<file path="config.mk">
export PLATFORM = sky130hd
export DESIGN_NAME = seg7_scan_ctrl
export DESIGN_NICKNAME = d
export VERILOG_FILES = /design/src/rtl/seg7_scan_ctrl.sv
export SDC_FILE = /design/constraint.sdc
export NUM_CORES = 1
export LEC_CHECK = 0
export BUFFER_PORTS_ARGS = -buffer_cell sky130_fd_sc_hd__buf_4
export CORE_MARGIN = 2
export CORE_UTILIZATION = 48
export CTS_CLUSTER_DIAMETER = 100
export DETAILED_ROUTE_END_ITERATION = 16
export PLACE_DENSITY_LB_ADDON = 0.2
export SYNTH_ARGS = -nofsm -noshare
export SYNTH_HDL_FRONTEND = slang
export SYNTH_SLANG_ARGS = --single-unit
</file>
<file path="constraint.sdc">
create_clock -name clk -period 3.3 [get_ports clk]
set_input_delay 0.165 -clock clk [delete_from_list [all_inputs] [get_ports clk]]
set_output_delay 0.165 -clock clk [all_outputs]
set_load 0.01 [all_outputs]
</file>
<file path="src/rtl/seg7_scan_ctrl.sv">
// Round-robin scan of NDIG common-anode 7-segment digits with blanking gaps and frame-atomic updates.
// Latency: pins lag the scan FSM by 1 clk; a load is shown from the next frame boundary.
// Backpressure: none; load is a strobe, and a second load before commit overwrites the shadow.
module seg7_scan_ctrl #(
  parameter int NDIG      = 4,
  parameter int CLK_DIV   = 50000,
  parameter int BLANK_CYC = 16
) (
  input  logic              clk,
  input  logic              rst_n,
  input  logic              load,
  input  logic [4*NDIG-1:0] load_data,
  input  logic [NDIG-1:0]   dp_in,
  input  logic [NDIG-1:0]   blank_mask,
  output logic [6:0]        seg,
  output logic              dp,
  output logic [NDIG-1:0]   an,
  output logic              pending,
  output logic              frame_done
);

  localparam int CW = $clog2(CLK_DIV);
  localparam int IW = $clog2(NDIG);
  localparam logic [CW-1:0] BLANK_END = CW'(BLANK_CYC - 1);
  localparam logic [CW-1:0] SLOT_END  = CW'(CLK_DIV - 1);
  localparam logic [IW-1:0] LAST_DIG  = IW'(NDIG - 1);

  typedef enum logic {S_BLANK, S_DRIVE} state_t;

  state_t            state, state_nxt;
  logic [CW-1:0]     cnt, cnt_nxt;
  logic [IW-1:0]     idx, idx_nxt;
  logic              boundary;
  logic              fd_nxt;

  logic [4*NDIG-1:0] disp_dat, shadow_dat;
  logic [NDIG-1:0]   disp_dp, shadow_dp;

  logic [3:0]        cur_nib;
  logic              cur_dp;
  logic              cur_mask;
  logic [NDIG-1:0]   an_nxt;
  logic [6:0]        seg_nxt;
  logic              dp_nxt;

  function automatic logic [6:0] decode(input logic [3:0] h);
    logic [6:0] s;
    case (h)
      4'h0: s = 7'b0000001;
      4'h1: s = 7'b1001111;
      4'h2: s = 7'b0010010;
      4'h3: s = 7'b0000110;
      4'h4: s = 7'b1001100;
      4'h5: s = 7'b0100100;
      4'h6: s = 7'b0100000;
      4'h7: s = 7'b0001111;
      4'h8: s = 7'b0000000;
      4'h9: s = 7'b0000100;
      4'hA: s = 7'b0001000;
      4'hB: s = 7'b1100000;
      4'hC: s = 7'b0110001;
      4'hD: s = 7'b1000010;
      4'hE: s = 7'b0110000;
      default: s = 7'b0111000;
    endcase
    return s;
  endfunction

  always_comb begin
    state_nxt = state;
    cnt_nxt   = cnt + CW'(1);
    idx_nxt   = idx;
    boundary  = 1'b0;
    case (state)
      S_BLANK: begin
        if (cnt == BLANK_END) state_nxt = S_DRIVE;
      end
      default: begin
        if (cnt == SLOT_END) begin
          cnt_nxt   = '0;
          state_nxt = S_BLANK;
          if (idx == LAST_DIG) begin
            idx_nxt  = '0;
            boundary = 1'b1;
          end else begin
            idx_nxt = idx + IW'(1);
          end
        end
      end
    endcase
    // Registered so the pulse covers the cycle whose closing edge commits the frame
    fd_nxt = (state_nxt == S_DRIVE) && (cnt_nxt == SLOT_END) && (idx_nxt == LAST_DIG);
  end

  always_comb begin
    cur_nib  = 4'h0;
    cur_dp   = 1'b0;
    cur_mask = 1'b0;
    an_nxt   = '1;
    for (int k = 0; k < NDIG; k++) begin
      if (idx == IW'(k)) begin
        cur_nib  = disp_dat[4*k +: 4];
        cur_dp   = disp_dp[k];
        cur_mask = blank_mask[k];
      end
    end
    seg_nxt = 7'h7F;
    dp_nxt  = 1'b1;
    if (state == S_DRIVE) begin
      seg_nxt = decode(cur_nib);
      dp_nxt  = ~cur_dp;
      for (int k = 0; k < NDIG; k++) begin
        if (idx == IW'(k) && !cur_mask) an_nxt[k] = 1'b0;
      end
    end
  end

  always_ff @(posedge clk) begin
    if (!rst_n) begin
      state      <= S_BLANK;
      cnt        <= '0;
      idx        <= '0;
      an         <= '1;
      seg        <= 7'h7F;
      dp         <= 1'b1;
      frame_done <= 1'b0;
    end else begin
      state      <= state_nxt;
      cnt        <= cnt_nxt;
      idx        <= idx_nxt;
      an         <= an_nxt;
      seg        <= seg_nxt;
      dp         <= dp_nxt;
      frame_done <= fd_nxt;
    end
  end

  // A load landing on the boundary bypasses the shadow so it is not held a whole extra frame
  always_ff @(posedge clk) begin
    if (!rst_n) begin
      disp_dat   <= '0;
      disp_dp    <= '0;
      shadow_dat <= '0;
      shadow_dp  <= '0;
      pending    <= 1'b0;
    end else if (load) begin
      shadow_dat <= load_data;
      shadow_dp  <= dp_in;
      if (boundary) begin
        disp_dat <= load_data;
        disp_dp  <= dp_in;
        pending  <= 1'b0;
      end else begin
        pending <= 1'b1;
      end
    end else if (boundary && pending) begin
      disp_dat <= shadow_dat;
      disp_dp  <= shadow_dp;
      pending  <= 1'b0;
    end
  end

endmodule

</file>
== Word-level counts from Yosys, hierarchy flattened ==
Memories as Yosys holds them, arrays and structs flattened. A register that Yosys moved wholly into a read port is not among the register bits.
Index checks and enable logic that the tools add are counted.
Storage, ports and cells
  flip-flop bits (word level): 66
  bits in read-only memories: 112
  input port bits: 27
  output and inout bits: 14
  logic and storage cells: 72
  memories: 1
Cells by class
  add/sub/neg operators: 2
  equality and inequality tests: 8
  mux-type cells: 36
  bitwise logic cells: 1
  reductions and logical operators: 13
Memory list
  (no name shown): words 16, bits a word 7, rd ports 1, clocked after memory_dff 1, write ports 0, line 48  | case (h)
Operator list (number)
  $mux W16: 5
  $eq A16 B16 Y1 const B: 2
  $mux W4: 7
  $mux W1: 21
  $add A16 B1 Y16 const B: 1
  $eq A16 B4 Y1 const B: 1
  $logic_and A1 B1 Y1: 7
  $eq A2 B2 Y1 const B: 3
  $mux W2: 3
  $reduce_and A2 Y1: 2
  $add A2 B1 Y2 const B: 1
  $eq A2 B1 Y1 const B: 1
  $logic_not A1 Y1: 2
  $logic_not A2 Y1: 1
  $ne A2 B1 Y1 const B: 1
  $reduce_bool A2 Y1: 1
  $not A1 Y1: 1

== Logic depth before layout (Yosys ltp) ==
Gate-level depths: netlist of the first run.
  depth after elaboration: 8
  depth in mapped cells: 11
  mapped depth without buffers: 10

== Worst setup path after synthesis of the first run ==
OpenSTA, ideal clock, no wires.
  kind: register to register
  from: register idx[1]
  to: register seg[3]
  setup time: 0.132 ns
  arrival time: 2.384 ns
  required time: 3.168 ns
  setup slack: 0.784 ns
  cell stages (with the launch flop): 12
  path buffers: 1
  clock period less this slack: 2.516 ns
  cells stage by stage: dfxtp_1 inv_1 ha_1 clkbuf_1 nor2b_1 a221oi_1 o31ai_1 inv_1 ha_1 nor2_1 a211oi_1 o21ai_1
On the way
  longest elaborated chain between the ends: 5
  elaborated cells between the ends (all ways): 8
  classes of those cells: eq/ne: 3; mux: 4; reduce/logical: 1
Ends and longest elaborated chain
  start, declared: line 32  | logic [IW-1:0] idx, idx_nxt;
  start signal, assigned: line 130  | idx <= idx_nxt;
  $logic_not A2 Y1: line 101  | if (idx == IW'(k)) begin
  $mux W4 (3 in a row): line 101
  $mux W4 *: line 101
  end, declared: line 15  | output logic [6:0] seg,
Mark *: on every way between the ends. The rest lies on a longest branch, timed or not.
A chain may end at the register's enable or synchronous reset.

== Worst setup path in the final report of the first run ==
  from: register idx[0]
  to: register seg[3]
Same word-level chain as after synthesis.

==> results of run 1 <==
sequential cells by signal, indices dropped and copies added, names as in the netlist:
register    cells
an              4
pending         1
disp_dp         4
state           1
shadow_dp       4
idx             2
disp_dat       16
frame_done      1
seg             7
dp              1
cnt            16
shadow_dat     16
power breakdown:
group	switching, W	total [W]	leakage, nW	internal [W]
clock	0.000330	0.000724	0.106	0.000394
sequential	0.00000828	0.000907	0.593	0.000899
combinational	0.0000379	0.0000809	0.900	0.0000430
how the worst max path moves through the flow:
stage	start	endpoint	depth (start not counted)	slack, ps
2_1_floorplan	idx[1]	seg[3]	11	780
3_3_place_gp	idx[0]	seg[3]	9	830
3_5_place_dp	idx[0]	seg[3]	10	650
4_1_cts	idx[0]	seg[3]	10	630
5_1_grt	idx[0]	seg[3]	9	340
6_report	idx[0]	seg[3]	10	580
cell type report:
class | instances | area [sq um] | area share, %
Clock buffer | 11 | 151 | 3.93
Clock inverter | 5 | 63.8 | 1.66
Inverter | 8 | 30.0 | 0.779
Multi-Input combinational cell | 256 | 1720 | 44.7
Sequential cell | 73 | 1460 | 37.9
Tap cell | 80 | 100 | 2.60
Timing Repair Buffer | 43 | 323 | 8.38
per-stage QoR:
| step | setup slack, ps | std cells | total power [W] |
|---|---|---|---|
| 2_1_floorplan | 784 | 359 | 0.000974 |
| 6_report | 583 | 476 | 0.00171 |
| 4_1_cts | 631 | 476 | 0.00174 |
| 5_1_grt | 342 | 476 | 0.00179 |
| 3_3_place_gp | 828 | 460 | 0.00101 |
| 3_5_place_dp | 652 | 460 | 0.00101 |
placed cells by master, fill, tap and decap left out, types with 3 or more instances in the layout:
cell type	n
o221ai_1	4
nor3_1	4
and2_1	4
nor2b_1	27
nand3_1	27
a311oi_1	3
a221oi_1	4
mux2i_1	27
nor2_1	20
and3_1	4
nand3b_1	3
xnor2_1	8
clkbuf_8	11
inv_1	8
nand2b_1	22
xor2_1	8
buf_4	43
a31oi_1	3
ha_1	11
clkinv_4	3
dfxtp_1	73
nand2_1	39
worst register-to-register path, stage by stage, from the launching register on:
cell and delay (ps):
dfxtp_1 440, inv_1 100, ha_1 260, nor2b_1 190
a221o_1 320, a22oi_1 440, inv_1 190, ha_1 290
mux2i_1 150, and2_0 140, o21ai_1 60
routing by layer:
layer | share of wire [%] | wire length [um] | track usage, % | vias to the layer above
li1 | - | - | - | 1310
met1 | 45 | 2920 | 22.1 | 1153
met2 | 48 | 3100 | 29.4 | 50
met3 | 4.1 | 263 | 6.64 | 10
met4 | 2.0 | 128 | 8.52 | 0
met5 | 0 | 0 | 0 | -
cell families after synthesis:
family / after synthesis / share of synthesized area, %
fa+ha+maj: 11 / 4.17
compound gates: 32 / 7.36
xor+xnor: 16 / 4.25
flops: 73 / 44.3
mux: 27 / 8.19
buf+inv: 30 / 3.68
simple gates: 170 / 28.1
==> results.md, run 1 <==
* Peak VDD IR at roughly 330 uV
* TritonCTS buffer count at 9
* Crit-path leading delay family: compound AO/OA/AOI/OAI gates
* Max Cap Viol at 0
* Netlist cell types at around 50
* WS Path Type: reg2reg
* Total track usage at a little under a fifth
* Final WL at roughly 6400 um
* Yosys reg bits at 73
* Area leader, netlist: dfxtp_1
* Area growth, synth to finish at 16.8%
* Post_cts resized at 0
* Unrepaired setup endpoints after global routing: no
* Reg-to-reg endpoint: seg[3]
* Post-synth top cells: dfxtp_1 (73), nand2_1 (39), mux2i_1 (27), nand3_1 (27), nor2b_1 (27)
* Hold Crit Depth at 2
* DRT iter0 DRCs at around 80
* CP max FO at 6
* Status: completed
* RR Startpoint: idx[0]
* DRC Markers at 0
* RD Place Congestion at around 0.9
* Clk_lat worst skew at roughly 350 ps
* Worst Hold Launch: blank_mask[3]
* Post-DP HPWL at about 4400 um
* Placeable Area at around 6700 sq um
* Sequential-to-total area share from yosys stat at 44.3%
* Initial Utilization at just under 50%
* Vias in the first global route at about 2.4k
* Final setup fails at 0
* Post-route antenna net violation count at 0
* DRT Pass-1 Iters at 4
* Fill count at 628
* Largest net degree at the start of global routing at 50
* Setup TNS at 0 ps
* Io pins at 41
* Final Skew at ~10 ps
* Cts hold-fix bufs at 0
* Port buffer count at 40
* Top-area cell type share of the netlist area at between 40% and 50%
* Buf/Inv on CP at 2
* DR vias/cell at 5.30
* Die extent in x at approximately 87 um
* # diodes at 0
* Main synth FF type: dfxtp_1
* Slowest cell on crit path: dfxtp_1
* Critical Path RT at 3510 ps
* Async SR Flop Fraction at 0%
* Number of synthesized flops with an enable pin at 0
* First-pass GRT wire length at approximately 11000 um
* Final min period at approximately 2700 ps
* Avg Inst Size Synth at roughly 9.2 sq um
* Die footprint at approximately 7600 sq um
* Share of layout cells above drive strength 1 at around 16%
* Power per cell area at roughly 440 nW/um^2
* Post-CTS setup buffer count at 0
* CTS Root Cell: clkbuf_8
* Max Clk Rate at about 0.37 GHz
* Final hold violation count at 0
* Hold Worst Slack at between 30 and 40 ps
* Initial antenna violation count at 0
* Area post-placement at 3640 sq um
* Nature of the critical path startpoint: flip-flop
* CP arrival at 2920 ps
* Hold endpoint: an[3]
* Cell area after synthesis at about 3300 sq um
* Die H at a little under 90 um
* Clock-pin slew of the registers on the worst-case setup and hold paths at 80 ps
* Sink Count at between 70 and 80
* Max-slew violation count at 0
* CP max stage delay at between 400 and 500 ps
* Slew headroom at between 50% and 60%
* FF-to-FF setup slack at around 600 ps
* Synth warnings at 0
* Layout net count at between 400 and 500
* Worst-margin pin slew at 633 ps
* DR WL/cell at roughly 13 um
* Synth area leaders: dfxtp_1 (44%), mux2i_1 (8.2%), nor2b_1 (5.1%)
* Fin crit share at about 80%
* Synthesized instance count at roughly 360
* Max clock buf depth at 2
* Rows at 30
* Crit path cell chain: inv_1 -> ha_1 -> nor2b_1 -> a221o_1 -> a22oi_1 -> inv_1 -> ha_1 -> mux2i_1 -> and2_0 -> o21ai_1
* Leak pwr at 1.60 nW
* Count leader, synth: dfxtp_1
* Total grt overflow at 0
* Setup crit end kind: flip-flop
* Hold WC Path Type: in2reg
* Design area at slightly below 4000 sq um
* Via count at between 2k and 3k
* CTS tree: yes
* Worst R2R Path Depth at 10
* Fin util at between 50% and 60%
* Synth Net Count at about 400
* H-tree levels at 3
(Power assumes the default switching activity.)
==> inputs of run 2 (changes only) <==
Settings changed: ABC_AREA set to 1.
Clock period 3.3 ns to 2.6 ns, I/O delays scaled along.
==> run 2 against run 1 <==
  * Synthesized cell count up 43%
  * Global-route usage up 0.47 points
  * Final cell count up 38%
  * Non-clock buffer count unchanged
  * Design area up 7.4%
  * Combinational power up 58%
  * Utilization about the same
  * Largest cell class unchanged
  * Largest power group unchanged
==> results.md, run 2 <==
* Crit path launch: idx[0]
* TritonCTS buffer count at 9
* DRT iter0 DRCs at about 130
* Largest regs: cnt: 16 flops, disp_dat: 16 flops, shadow_dat: 16 flops
* Status: completed
* Die extent in x at 90.2 um
* Final Skew at 11.3 ps
* Worst Hold Launch: load_data[5]
* Die H at between 90 and 100 um
* Number of synthesized flops with an enable pin at 0
* FF+latch area at between 1000 and 1500 sq um
* Sequential-to-total area share from yosys stat at approximately two fifths
* Layout net count at a little under 600
* Synth Net Count at 553
* Post-synthesis xor/xnor area fraction at 1.96%
* Synth Area in Adders at under 10%
* Io pins at between 40 and 50
* Hold WC Path Type: in2reg
* WS Path Type: reg2reg
* First-pass GRT wire length at around 13000 um
* Slowest cell on crit path: dfxtp_1
* Placeable Area at between 7000 and 8000 sq um
* Fin crit share at just under 90%
* Avg Inst Size Synth at ~6.9 sq um
* Final WL at ~7200 um
* Max-slew violation count at 0
* Setup TNS at 0 ps
* Final std cells w/o fill at 655
* DRT Pass-1 Iters at 5
* CP arrival at 2500 ps
* Fill count at about 700
* RD Place Congestion at ~0.94
* Share of layout cells above drive strength 1 at 12.2%
* Port buffer count at 40
* H-tree levels at 3
* Slew headroom at between 50% and 60%
* Vias in the first global route at 2941
* Async SR Flop Fraction at 0%
* Initial Utilization at 49.4%
* Post-DP HPWL at 5320 um
* CTS Root Cell: clkbuf_8
* Max Clk Rate at about 0.44 GHz
* Netlist cell types at 28
* Synth area leaders: dfxtp_1 (41%), inv_1 (10%), nand2_1 (9.8%)
* Post-synth top cells: inv_1 (97), nand2_1 (93), dfxtp_1 (73), nor2_1 (72), a21oi_1 (32)
* Nature of the critical path startpoint: flip-flop
* Setup crit end kind: flip-flop
* Peak VDD IR at 366 uV
* Max Cap Viol at 0
* CP max FO at 10
* Total track usage at about a fifth
* CTS tree: yes
* RR Startpoint: idx[0]
* Clock-pin slew of the registers on the worst-case setup and hold paths at around 80 ps
* Final setup fails at 0
* DR WL/cell at between 10 and 15 um
* Clk_lat worst skew at roughly 340 ps
* Post-synthesis compound-gate area fraction at 13.4%
* Synth warnings at 0
* Synthesized instance count at approximately 520
* Max clock buf depth at 2
* Placed cells at ~640
* Largest net degree at the start of global routing at 43
* Multiplexer share of the synthesized area at 0%
* Post-Synth Simple-Gate Area at 26.4%
* Unrepaired setup endpoints after global routing: no
* Main synth FF type: dfxtp_1
* Total grt overflow at 0
* Power per cell area at between 500 and 600 nW/um^2
* Leak pwr at 1.89 nW
* Multi-input gate area at ~1600 sq um
* Final hold violation count at 0
* Area growth, synth to finish at 16.0%
* Count leader, synth: inv_1
* Initial antenna violation count at 0
* Yosys reg bits at between 70 and 80
* Die footprint at ~8100 sq um
* Largest family of logic cells by synthesized area: simple AND/OR/NAND/NOR gates
* Crit path cell chain: ha_1 -> inv_1 -> o21ai_1 -> inv_1 -> ha_1 -> nand3b_1 -> nand3_1 -> nand3_1
* Top-area cell type share of the netlist area at between 40% and 50%
* Via count at between 3k and 4k
* Commonest cells after routing, fill and taps aside: inv_1 (97), nand2_1 (93), dfxtp_1 (73)
* Sink Count at 73
* DR vias/cell at 4.74
* Critical Path RT at ~2800 ps
* Worst-margin pin slew at 690 ps
* Cell area after synthesis at 3570 sq um
* Rows at 31
* Commonest non-fill, non-tap cell in the layout: inv_1
* # diodes at 0
* DRC Markers at 0
* Final min period at between 2000 and 2500 ps
* CP max stage delay at between 400 and 500 ps
* Area leader, netlist: dfxtp_1
* Post-route antenna net violation count at 0
[run 2: cell types whose count changed after synthesis, moves of 19 or more]
| cell | change |
|---|---|
| inv_1 | +89 |
| nand2_1 | +54 |
| nor2_1 | +52 |
| a21oi_1 | +30 |
| mux2i_1 | -27 |
| nor2b_1 | -27 |
| o21ai_0 | +24 |
| nand2b_1 | -22 |
| o21ai_1 | +19 |
[run 2: logic make-up (layout without fill, tap and decap cells)]
| kind of cell | after synthesis | in the layout |
|---|---|---|
| XOR/XNOR | 8 | 8 |
| AND/OR/NAND/NOR | 217 | 217 |
| flip-flops | 73 | 73 |
| AO/OA/AOI/OAI | 90 | 90 |
| buffers and inverters | 116 | 157 |
| adder cells (fa/ha/maj) | 11 | 11 |
[run 2: power breakdown]
group	internal [W]	total (W)	switching, W	leakage, nW
Sequential	0.00114	0.00115	0.0000101	0.595
Clock	0.000544	0.000979	0.000435	0.107
Combinational	0.0000559	0.000128	0.0000723	1.19
Total	0.00174	0.00226	0.000517	1.89
[run 2: area by class of cell]
type | count | share of cell area (%)
multi-input combinational | 326 | 39.4
sequential | 73 | 35.3
inverter | 98 | 8.89
timing repair buffer | 43 | 8.16
clock buffer | 10 | 3.08
tap | 99 | 2.99
clock inverter | 6 | 2.18
[run 2: worst paths after layout]
check | endpoint | cells after the start | slack (ps)
worst max register to register | seg[6] | 8 | 320
worst min register to register | disp_dp[1] | 2 | 460
worst max-delay path | seg[6] | 8 | 320
worst min-delay path | shadow_dat[5] | 5 | 130
[run 2: what timing repair did]
action | 4_1_cts | 5_1_grt
hold endpoints to repair | 1 | 0
setup buffers | 0 | 0
endpoints found under the setup margin | 0 | 5
gates resized for setup | 0 | 2
hold buffers | 1 | 0
[run 2: worst max-delay path, delay by kind of cell (launching register included)]
| kind | cells | cell delay, ps |
|---|---|---|
| fa+ha+maj | 2 | 620 |
| buf+inv | 2 | 370 |
| flops | 1 | 410 |
| simple gates | 3 | 350 |
| compound gates | 1 | 410 |
[run 2: metrics by stage]
stage / hold WS, ps / power (W) / cell area, sq um / utilization [%] / setup slack (ps)
after floorplan: 222 / 0.00125 / 3570 / - / 509
after global placement: 359 / 0.00130 / 3910 / 54.2 / 294
after detailed placement: 357 / 0.00131 / 3910 / 54.2 / 141
after CTS: 122 / 0.00229 / 4140 / 57.4 / 117
after global routing: 159 / 0.00236 / 4140 / 57.4 / 159
final: 134 / 0.00226 / 4140 / 57.4 / 323
[run 2: metal layers]
layer | track usage [%] | vias to the layer above | routed length (um)
met3 | 4.61 | 16 | 305
met4 | 7.69 | 0 | 169
met2 | 28.7 | 53 | 3110
met5 | 0 | - | 0
li1 | - | 1678 | -
met1 | 25.8 | 1355 | 3600
